<file path="config.mk">
export PLATFORM = sky130hd
export DESIGN_NAME = axi_lite_regfile
export DESIGN_NICKNAME = d
export VERILOG_FILES = /design/src/rtl/axil_pkg.sv /design/src/rtl/axi_lite_wr_pair.sv /design/src/rtl/axi_lite_regfile.sv
export SDC_FILE = /design/constraint.sdc
export NUM_CORES = 1
export LEC_CHECK = 0
export CORE_UTILIZATION = 62
export DETAILED_ROUTE_END_ITERATION = 12
export GPL_TIMING_DRIVEN = 0
export PLACE_DENSITY = 0.92
export SLEW_MARGIN = 20
export SYNTH_ARGS = -nofsm -noshare
export SYNTH_HDL_FRONTEND = slang
export SYNTH_SLANG_ARGS = --single-unit
</file>
<file path="constraint.sdc">
create_clock -name clk -period 5.3 [get_ports clk]
set_input_delay 1.06 -clock clk [delete_from_list [all_inputs] [get_ports clk]]
set_output_delay 1.06 -clock clk [all_outputs]
set_load 0.1 [all_outputs]
</file>
<file path="src/rtl/axil_pkg.sv">
// AXI4-Lite response codes shared by the register file and its write-pairing helper.
package axil_pkg;

  localparam logic [1:0] RESP_OKAY   = 2'b00;
  localparam logic [1:0] RESP_SLVERR = 2'b10;
  localparam logic [1:0] RESP_DECERR = 2'b11;

endpackage

</file>
<file path="src/rtl/axi_lite_wr_pair.sv">
// AW/W pairing for an AXI4-Lite slave. Address and data beats may arrive in
// either order or together. A beat that fires on the commit edge goes straight
// into that commit, so a same-cycle AW+W pair produces B on the next cycle.
module axi_lite_wr_pair #(
  parameter int ADDR_WD = 8,
  parameter int DATA_WD = 8
) (
  input  logic               clk,
  input  logic               rst_n,
  input  logic               awvalid_i,
  input  logic [ADDR_WD-1:0] awaddr_i,
  output logic               awready_o,
  input  logic               wvalid_i,
  input  logic [DATA_WD-1:0] wdata_i,
  output logic               wready_o,
  input  logic               b_free_i,
  output logic               commit_o,
  output logic [ADDR_WD-1:0] cm_addr_o,
  output logic [DATA_WD-1:0] cm_data_o
);

  logic               aw_have_q, aw_have_d;
  logic               w_have_q, w_have_d;
  logic [ADDR_WD-1:0] aw_addr_q;
  logic [DATA_WD-1:0] w_data_q;
  logic               aw_fire, w_fire, aw_eff, w_eff;

  assign awready_o = !aw_have_q;
  assign wready_o  = !w_have_q;
  assign aw_fire   = awvalid_i && awready_o;
  assign w_fire    = wvalid_i && wready_o;
  assign aw_eff    = aw_have_q || aw_fire;
  assign w_eff     = w_have_q || w_fire;
  assign commit_o  = aw_eff && w_eff && b_free_i;
  assign cm_addr_o = aw_have_q ? aw_addr_q : awaddr_i;
  assign cm_data_o = w_have_q ? w_data_q : wdata_i;

  // Next-state of the holding flags: a commit consumes both beats, otherwise a held or newly fired beat stays held.
  always_comb begin
    aw_have_d = aw_eff;
    w_have_d  = w_eff;
    if (commit_o) begin
      aw_have_d = 1'b0;
      w_have_d  = 1'b0;
    end
  end

  // Holding flags; reset discards any half-captured write.
  always_ff @(posedge clk or negedge rst_n) begin
    if (!rst_n) begin
      aw_have_q <= 1'b0;
      w_have_q  <= 1'b0;
    end else begin
      aw_have_q <= aw_have_d;
      w_have_q  <= w_have_d;
    end
  end

  // Payload latches; only meaningful while the matching flag is set, so no reset is needed.
  always_ff @(posedge clk) begin
    if (aw_fire) aw_addr_q <= awaddr_i;
    if (w_fire)  w_data_q  <= wdata_i;
  end

endmodule

</file>
<file path="src/rtl/axi_lite_regfile.sv">
// AXI4-Lite slave register bank: NUM_REGS registers, one per address.
// Out-of-range accesses get DECERR (writes dropped, reads return 0).
// Optional feature macro AXIL_REGFILE_CNT_EN: read-only counter of completed
// B handshakes at address NUM_REGS (writes to it return SLVERR and are dropped).
module axi_lite_regfile
  import axil_pkg::*;
#(
  parameter int                 ADDR_WD   = 8,
  parameter int                 DATA_WD   = 8,
  parameter int                 NUM_REGS  = 16,
  parameter logic [DATA_WD-1:0] RESET_VAL = '0
) (
  input  logic               clk,
  input  logic               rst_n,
  input  logic               awvalid,
  input  logic [ADDR_WD-1:0] awaddr,
  output logic               awready,
  input  logic               wvalid,
  input  logic [DATA_WD-1:0] wdata,
  output logic               wready,
  output logic               bvalid,
  output logic [1:0]         bresp,
  input  logic               bready,
  input  logic               arvalid,
  input  logic [ADDR_WD-1:0] araddr,
  output logic               arready,
  output logic               rvalid,
  output logic [DATA_WD-1:0] rdata,
  output logic [1:0]         rresp,
  input  logic               rready
);

  logic [DATA_WD-1:0] regs_q [NUM_REGS];
  logic               bvalid_q, rvalid_q;
  logic [1:0]         bresp_q, rresp_q;
  logic [DATA_WD-1:0] rdata_q;
  logic               commit, b_free, ar_fire;
  logic [ADDR_WD-1:0] cm_addr;
  logic [DATA_WD-1:0] cm_data;
  logic [1:0]         wr_resp_d, rd_resp_d;
  logic [DATA_WD-1:0] rd_data_d;
`ifdef AXIL_REGFILE_CNT_EN
  logic [DATA_WD-1:0] cnt_q;
`endif

  function automatic logic in_range(input logic [ADDR_WD-1:0] a);
    return 32'(a) < NUM_REGS;
  endfunction

  function automatic logic is_cnt_addr(input logic [ADDR_WD-1:0] a);
    return 32'(a) == NUM_REGS;
  endfunction

  assign b_free  = !bvalid_q || bready;
  assign arready = !rvalid_q || rready;
  assign ar_fire = arvalid && arready;
  assign bvalid  = bvalid_q;
  assign bresp   = bresp_q;
  assign rvalid  = rvalid_q;
  assign rdata   = rdata_q;
  assign rresp   = rresp_q;

  axi_lite_wr_pair #(
    .ADDR_WD (ADDR_WD),
    .DATA_WD (DATA_WD)
  ) u_wr_pair (
    .clk       (clk),
    .rst_n     (rst_n),
    .awvalid_i (awvalid),
    .awaddr_i  (awaddr),
    .awready_o (awready),
    .wvalid_i  (wvalid),
    .wdata_i   (wdata),
    .wready_o  (wready),
    .b_free_i  (b_free),
    .commit_o  (commit),
    .cm_addr_o (cm_addr),
    .cm_data_o (cm_data)
  );

  // Write response code for the pair being committed.
  always_comb begin
    wr_resp_d = RESP_DECERR;
    if (in_range(cm_addr)) wr_resp_d = RESP_OKAY;
`ifdef AXIL_REGFILE_CNT_EN
    else if (is_cnt_addr(cm_addr)) wr_resp_d = RESP_SLVERR;
`endif
  end

  // Read decode: unmatched addresses fall through to DECERR with zero data.
  always_comb begin
    rd_data_d = '0;
    rd_resp_d = RESP_DECERR;
    for (int i = 0; i < NUM_REGS; i++) begin
      if (araddr == ADDR_WD'(i)) begin
        rd_data_d = regs_q[i];
        rd_resp_d = RESP_OKAY;
      end
    end
`ifdef AXIL_REGFILE_CNT_EN
    if (is_cnt_addr(araddr)) begin
      rd_data_d = cnt_q;
      rd_resp_d = RESP_OKAY;
    end
`endif
  end

  // Register array; updated only by an in-range commit.
  always_ff @(posedge clk or negedge rst_n) begin
    if (!rst_n) begin
      for (int i = 0; i < NUM_REGS; i++) regs_q[i] <= RESET_VAL;
    end else if (commit && in_range(cm_addr)) begin
      for (int i = 0; i < NUM_REGS; i++) begin
        if (cm_addr == ADDR_WD'(i)) regs_q[i] <= cm_data;
      end
    end
  end

  // B channel: a commit loads a fresh response, a handshake without commit retires it.
  always_ff @(posedge clk or negedge rst_n) begin
    if (!rst_n) begin
      bvalid_q <= 1'b0;
      bresp_q  <= RESP_OKAY;
    end else if (commit) begin
      bvalid_q <= 1'b1;
      bresp_q  <= wr_resp_d;
    end else if (bready) begin
      bvalid_q <= 1'b0;
    end
  end

  // R channel: an AR fire loads a beat, an R handshake alone drops valid and keeps data.
  always_ff @(posedge clk or negedge rst_n) begin
    if (!rst_n) begin
      rvalid_q <= 1'b0;
      rdata_q  <= '0;
      rresp_q  <= RESP_OKAY;
    end else if (ar_fire) begin
      rvalid_q <= 1'b1;
      rdata_q  <= rd_data_d;
      rresp_q  <= rd_resp_d;
    end else if (rready) begin
      rvalid_q <= 1'b0;
    end
  end

`ifdef AXIL_REGFILE_CNT_EN
  // Completed-write counter; wraps naturally at DATA_WD bits.
  always_ff @(posedge clk or negedge rst_n) begin
    if (!rst_n) cnt_q <= '0;
    else if (bvalid_q && bready) cnt_q <= cnt_q + 1'b1;
  end
`endif

endmodule
</file>
==> impl_metrics.ini, run 1 <==
[outcome]
outcome = finished clean

[placement]
dpl.hpwl_um = 13900
dpl-instance-area_um2 = 8320
place_congestion = 0.921
pre_cts_slack_ns = 1.24
port_buffers = 47

[global_routing]
grt_pass1_wl_um = 33700
grt_max_degree = 100
grt_overflow = 0
antenna_found_initial = 1
grt_usage_pct = 35.7
grt_pass1_vias = 6217

[yosys]
synth_ff_type = dfrtp_1
yosysUniqueCellTypes = 58
synth_edf_count = 16
synthCells = 614
synth.ff_latch_count = 158
ys_seq_area_share_pct = 52.9
synth_nets = 645
avgSynthCellArea_um2 = 12.4
yosysWarnings = 0
syn_area_um2 = 7630
synthArstFlopShare_pct = 89.9

[sta]
timing.final.ws_setup_ns = 1.17
hold_slack_ns = 0.501
fmax_mhz = 242
period_share_pct = 77.9
fin_skew_ns = 0.00756
setup_viol = 0
hold_violations = 0
maxSlewViolCount = 0
slew_headroom_pct = 31.6
period_needed_ns = 4.13
tightest_slew_ns = 1.02
grt_setup_unrepaired = no

[setup_path]
crit_type = input port to output port
critPathBufInv = 3
crit_path_end_kind = output port
r2r-start = u_wr_pair.aw_have_q$_DFF_PN0_
worstRegToRegCells = 6
cpPeakStageDelay_ns = 1.02
critPathMostFrequentCell = clkdlybuf4s50_1
worstPathMaxFanout = 7
cp.required_ns = 4.24
path_delay_family = buffers and inverters
cp-startpoint = rready
endpoint = arready
r2r-end = regs_q[48]$_DFFE_PN0P_
start_kind = input port
rrSetupSlack_ns = 2.59
cp_data_arrival_time_ns = 3.07
crit_chain = clkdlybuf4s50_1, nor2b_1, inv_1, clkdlybuf4s50_1
path_depth = 4
critPathSlowestCell = clkdlybuf4s50_1

[power_and_ir_drop]
swShare_pct = 30.5
p_sw_mw = 1.08
pwr-share-clk_pct = 37.1
power.leakage_nw = 4.05
internal-power_mw = 2.46
p_seq_share_pct = 42.1
peakVddDrop_mv = 0.234
power.density_nw_per_um2 = 395
pwr-share-comb_pct = 20.9

[cts]
clock-root-buffer = clkbuf_16
path_clk_slew_ns = 0.06
holdBufCountCts = 0
cts_tree = yes
clk-insertion-delay-late_ns = 0.44
clockBufferDepth = 2
numClockSinks = 158
ctsResizeCount = 0
ctsHtreeMaxLevel = 4
cts_setup_buffers = 0
cts_buffers = 17

[die]
fp-row-count = 40
core_um2 = 12000
initial_core_util_pct = 63.5
dieWidth_um = 113
die_y_um = 113
die-area_um2 = 12800
io_pins = 48

[cells_and_area]
regArea_um2 = 4030
drive_above_1_share_pct = 28.6
fill_cells = 722
num_antenna_cells = 0
syn2layout_area_growth_pct = 17.2
multi_input_area_um2 = 3400
finalInstanceArea_um2 = 8940
fin_nets = 712

[detailed_routing]
ant_nets = 0
drt-pass1-iter-count = 6
drt_iter0_drc = 830
wirelength_um = 21700
routed_via_density = 7.16
via_count = 6016
drc = 0
wire_per_inst_um = 25.8

[min_path]
hold_depth = 1
hold_path_class = flop to flop

[job]
drv_cap = 0
## layer usage
metal	wire length, um	track usage, %
met3	1920	10.6
met1	7900	41.6
met5	0	0
met2	10500	58.6
met4	1360	21.7
## sequential cells by signal, summed over array words and instances, names as in the netlist
name,cells
rresp,1
rdata,8
u_wr_pair.w_data_q,8
bvalid,1
rvalid,1
u_wr_pair.w_have_q,1
regs_q,128
u_wr_pair.aw_addr_q,8
u_wr_pair.aw_have_q,1
bresp,1
## final cells by class
class                      count  area share [%]
sequential                   158            45.1
clock buffer                  22            5.19
multi-input combinational    408            38.0
timing repair buffer          48            5.63
tap                          147            2.06
buffer                        35            1.64
clock inverter                 9            1.78
inverter                      13           0.546
## cell usage in the layout (no fill, tap or decap), types with 3 or more instances in the layout
cell             netlist  routed
buf_4                  3       3
nand3_1                9       9
dfrtp_1              142     142
buf_2                  3       3
clkbuf_1              27      30
edfxtp_1              16      16
nor2b_1               11      11
bufinv_16              0       4
nand2b_1               8       8
o2bb2ai_1              7       7
or3_1                  5       5
o21ai_0               19      19
o32a_1                 5       5
a21oi_1               12      12
mux2_1                 8       8
a31oi_1               12      12
nor4_1                 3       3
mux2_2               133     133
a211o_1                6       6
o221ai_1               4       4
o32ai_1                5       5
clkdlybuf4s50_1        0      46
nand2_1               20      20
or4_1                  3       3
nor3_1                 6       6
a211oi_1               3       3
o221a_2                3       3
nand2_2               16      16
a22oi_1                3       3
mux2i_1               21      21
nor2_1                31      31
inv_1                 13      13
o22ai_1               10      10
clkbuf_16              0      17
a2bb2oi_1              4       4
nand4_1                4       4
o22a_1                 6       6
## through the flow
stage          std cells  utilization, %  total power [mW]  setup TNS, ns
3_5_place_dp         809            69.3              2.21              0
2_1_floorplan        614               -              1.97              0
5_1_grt              840            74.4              3.62              0
6_report             840            74.4              3.54              0
4_1_cts              840            74.4              3.51              0
3_3_place_gp         808            69.0              2.16        -295.23
## power groups by stage
stage	clock [mW]	combinational, mW	sequential, mW
after floorplan	0	0.430	1.54
after global placement	0	0.685	1.48
after detailed placement	0	0.714	1.49
after CTS	1.30	0.730	1.48
after global routing	1.35	0.775	1.50
final	1.31	0.738	1.49
## cell usage after synthesis (all sizes together), types with 3 or more instances
master	instances	area (um2)
edfxtp	16	480
inv	13	48.8
a21oi	12	60.1
mux2	141	1590
o21ai	19	95.1
dfrtp	142	3550
a2bb2oi	4	35.0
nand2	36	175
nand4	4	25.0
nor4	5	61.3
or3	5	31.3
o32ai	5	43.8
nand2b	8	50.1
o221a	3	33.8
o221ai	4	35.0
or4	3	22.5
a211o	6	52.6
clkbuf	27	101
mux2i	21	210
a211oi	3	22.5
buf	8	45.0
nor2	31	116
o2bb2ai	7	61.3
o32a	5	50.1
nor3	8	62.6
o22a	7	62.6
nand3	9	45.0
nor2b	11	68.8
a22oi	3	22.5
a31oi	12	75.1
o22ai	10	62.6
## how the worst min path moves through the flow
| stage | start | end |
|---|---|---|
| final | regs_q[49]$_DFFE_PN0P_ | regs_q[49]$_DFFE_PN0P_ |
| after global routing | regs_q[8]$_DFFE_PN0P_ | regs_q[8]$_DFFE_PN0P_ |
| after CTS | regs_q[16]$_DFFE_PN0P_ | regs_q[16]$_DFFE_PN0P_ |
| after detailed placement | regs_q[48]$_DFFE_PN0P_ | regs_q[48]$_DFFE_PN0P_ |
| after global placement | regs_q[48]$_DFFE_PN0P_ | regs_q[48]$_DFFE_PN0P_ |
| after floorplan | regs_q[48]$_DFFE_PN0P_ | regs_q[48]$_DFFE_PN0P_ |
## worst register-to-register path: cells and delay by family (launching register included)
kind | cells | cell delay [ns]
flip-flops | 1 | 0.48
buffers and inverters | 1 | 0.27
AND/OR/NAND/NOR | 3 | 0.91
multiplexers | 2 | 0.93
## logic make-up (layout without fill, tap and decap cells)
family                 Yosys count  in the layout  synth area share (%)
AO/OA/AOI/OAI                  115            115                  11.0
AND/OR/NAND/NOR                129            129                  9.46
flip-flops                     158            158                  52.9
buffers and inverters           48            127                  2.56
multiplexers                   164            164                  24.2
Note: power is estimated with default switching activity, not from simulation.
==> run 2, diff against run 1 <==
Settings changed: CORE_UTILIZATION 62 to 54, PLACE_DENSITY 0.92 to 0.86.
Clock period 5.3 ns to 3.34 ns, I/O delays scaled along.
==> run 2 against run 1 <==
  * Flip-flop and latch count did not move
  * Clock skew up 0.0023 ns
  * Global-route usage decreased by 6.9 points
  * Clock-buffer cell count decreased by 1
  * Combinational power rose by 54%
  * Non-clock buffer count unchanged
  * Die area rose by 15%
  * Design area is 0.15% lower
  * Critical endpoint is now rdata[2]$_DFFE_PN0P_
  * Largest cell class unchanged
  * Highest routed layer unchanged
==> impl_metrics.ini, run 2 (synthesized netlist as in run 1, its figures left out) <==
[outcome]
outcome = finished clean

[setup_path]
crit_chain = clkdlybuf4s50_1, clkbuf_1, clkbuf_1, nand2_1, or3_1, o2111ai_1, a31oi_1
critPathSlowestCell = clkbuf_1
rrSetupSlack_ns = 0.74
r2r-end = regs_q[94]$_DFFE_PN0P_
worstPathMaxFanout = 10
crit_path_end_kind = flop
worstRegToRegCells = 6
cpPeakStageDelay_ns = 0.59
cp_data_arrival_time_ns = 3.42
critPathBufInv = 3
crit_type = input port to flop
critPathMostFrequentCell = clkbuf_1
start_kind = input port
r2r-start = u_wr_pair.aw_have_q$_DFF_PN0_
cp.required_ns = 3.62
path_delay_family = buffers and inverters

[power_and_ir_drop]
power.density_nw_per_um2 = 598
p_seq_share_pct = 43.8
swShare_pct = 30.7
totalPowerFinal_mw = 5.34
peakVddDrop_mv = 0.417
pwr-share-comb_pct = 21.4
pwr-share-clk_pct = 34.8
power.leakage_nw = 4.04
p_sw_mw = 1.64
internal-power_mw = 3.70

[cells_and_area]
num_antenna_cells = 0
largest_register = regs_q
syn2layout_area_growth_pct = 17.0
largest_register_ffs = 128
fin_nets = 712
finalNonFillerCells = 874
final_common_cell = dfrtp_1
drive_above_1_share_pct = 29.3
most-common-layout-cells = 142 x dfrtp_1, 133 x mux2_2, 45 x clkdlybuf4s50_1, 31 x nor2_1, 27 x clkbuf_1

[detailed_routing]
drt-pass1-iter-count = 8
wire_per_inst_um = 22.4
wirelength_um = 19600
ant_nets = 0
routed_via_density = 6.55
via_count = 5721
drt_iter0_drc = 828
drc = 0

[cts]
cts_buffers = 17
numClockSinks = 158
cts_tree = yes
path_clk_slew_ns = 0.06
ctsHtreeMaxLevel = 4
clock-root-buffer = clkbuf_16
clk-insertion-delay-late_ns = 0.44
clockBufferDepth = 2

[sta]
setup_viol = 0
fin_skew_ns = 0.00982
grt_setup_unrepaired = no
tightest_slew_ns = 1.08
period_needed_ns = 3.14
fmax_mhz = 319
maxSlewViolCount = 0
period_share_pct = 93.9
hold_violations = 0
slew_headroom_pct = 27.2
fin_tns_setup_ns = 0

[job]
drv_cap = 0

[global_routing]
grt_max_degree = 92
grt_pass1_vias = 5910
antenna_found_initial = 0
grt_pass1_wl_um = 31300
grt_usage_pct = 28.8
grt_overflow = 0

[die]
initial_core_util_pct = 55.2
fp-row-count = 43
die-area_um2 = 14600
core_um2 = 13800
io_pins = 48
dieWidth_um = 121
die_y_um = 121

[placement]
port_buffers = 47
dpl.hpwl_um = 13700
place_inst = 842
place_congestion = 0.943

[min_path]
hold_path_class = input port to async pin
run 2: changes by cell type in the layout (fill, tap and decap cells not counted), sizes merged:
cell,before,now
bufinv,4,1
dlygate4sd2,0,1
clkinv,3,7
inv,14,15
buf,10,9
clkdlybuf4s50,46,45
run 2: worst max path at each step:
stage | from | end | slack [ns] | cells after the start
floorplan | rvalid$_DFFE_PN0P_ | rdata[6]$_DFFE_PN0P_ | 0.73 | 6
global placement | rst_n | regs_q[103]$_DFFE_PN0P_ | -3.59 | 1
detailed placement | araddr[1] | rdata[1]$_DFFE_PN0P_ | -0.24 | 7
CTS | araddr[1] | rdata[1]$_DFFE_PN0P_ | 0.19 | 7
global route | araddr[0] | rdata[2]$_DFFE_PN0P_ | 0.07 | 7
finish | araddr[0] | rdata[2]$_DFFE_PN0P_ | 0.20 | 7
run 2: worst reg2reg max path, cell delays in order, from the launching register on:
cell and delay [ns]:
dfrtp_1 0.46, buf_2 0.27, mux2i_1 0.51, nand3_1 0.28, nor3_4 0.34, nand2_2 0.25
mux2_2 0.37
run 2: area by class of cell:
type / count / area [um2]
fill: 974 / 4900
sequential: 158 / 4030
multi-input combinational: 408 / 3400
timing repair buffer: 48 / 502
clock buffer: 21 / 480
tap: 180 / 225
buffer: 35 / 148
clock inverter: 11 / 87.6
inverter: 13 / 48.8
run 2: repair_timing:
action | 4_1_cts | 5_1_grt
pin swaps | 0 | 0
hold buffers | 0 | 0
resized for setup | 1 | 1
setup endpoints to repair | 1 | 3
setup buffers | 0 | 0
run 2: power by group through the flow:
| stage | registers [mW] | clock network (mW) | logic (mW) |
|---|---|---|---|
| after floorplan | 2.45 | 0 | 0.683 |
| after CTS | 2.33 | 1.87 | 1.14 |
| final | 2.34 | 1.86 | 1.14 |
| after global placement | 2.34 | 0 | 1.08 |
| after detailed placement | 2.36 | 0 | 1.13 |
| after global routing | 2.36 | 1.95 | 1.22 |
run 2: per-layer routing:
layer  track usage (%)  part of all wire, %  vias to the layer above
met1              35.6                   39                     2886
met2              47.1                   49                      324
met3              6.77                  8.9                       76
met5                 0                    0                        -
li1                  -                    -                     2435
met4              14.7                  3.5                        0
run 2: stage by stage:
stage / utilization, % / hold slack [ns] / cell area [um2] / setup WS [ns]
2_1_floorplan: - / 0.372 / 7630 / 0.725
3_3_place_gp: 60.2 / 0.474 / 8330 / -3.59
3_5_place_dp: 60.5 / 0.481 / 8360 / -0.236
5_1_grt: 64.6 / 0.169 / 8930 / 0.0712
6_report: 64.6 / 0.139 / 8930 / 0.203
4_1_cts: 64.6 / 0.152 / 8930 / 0.194
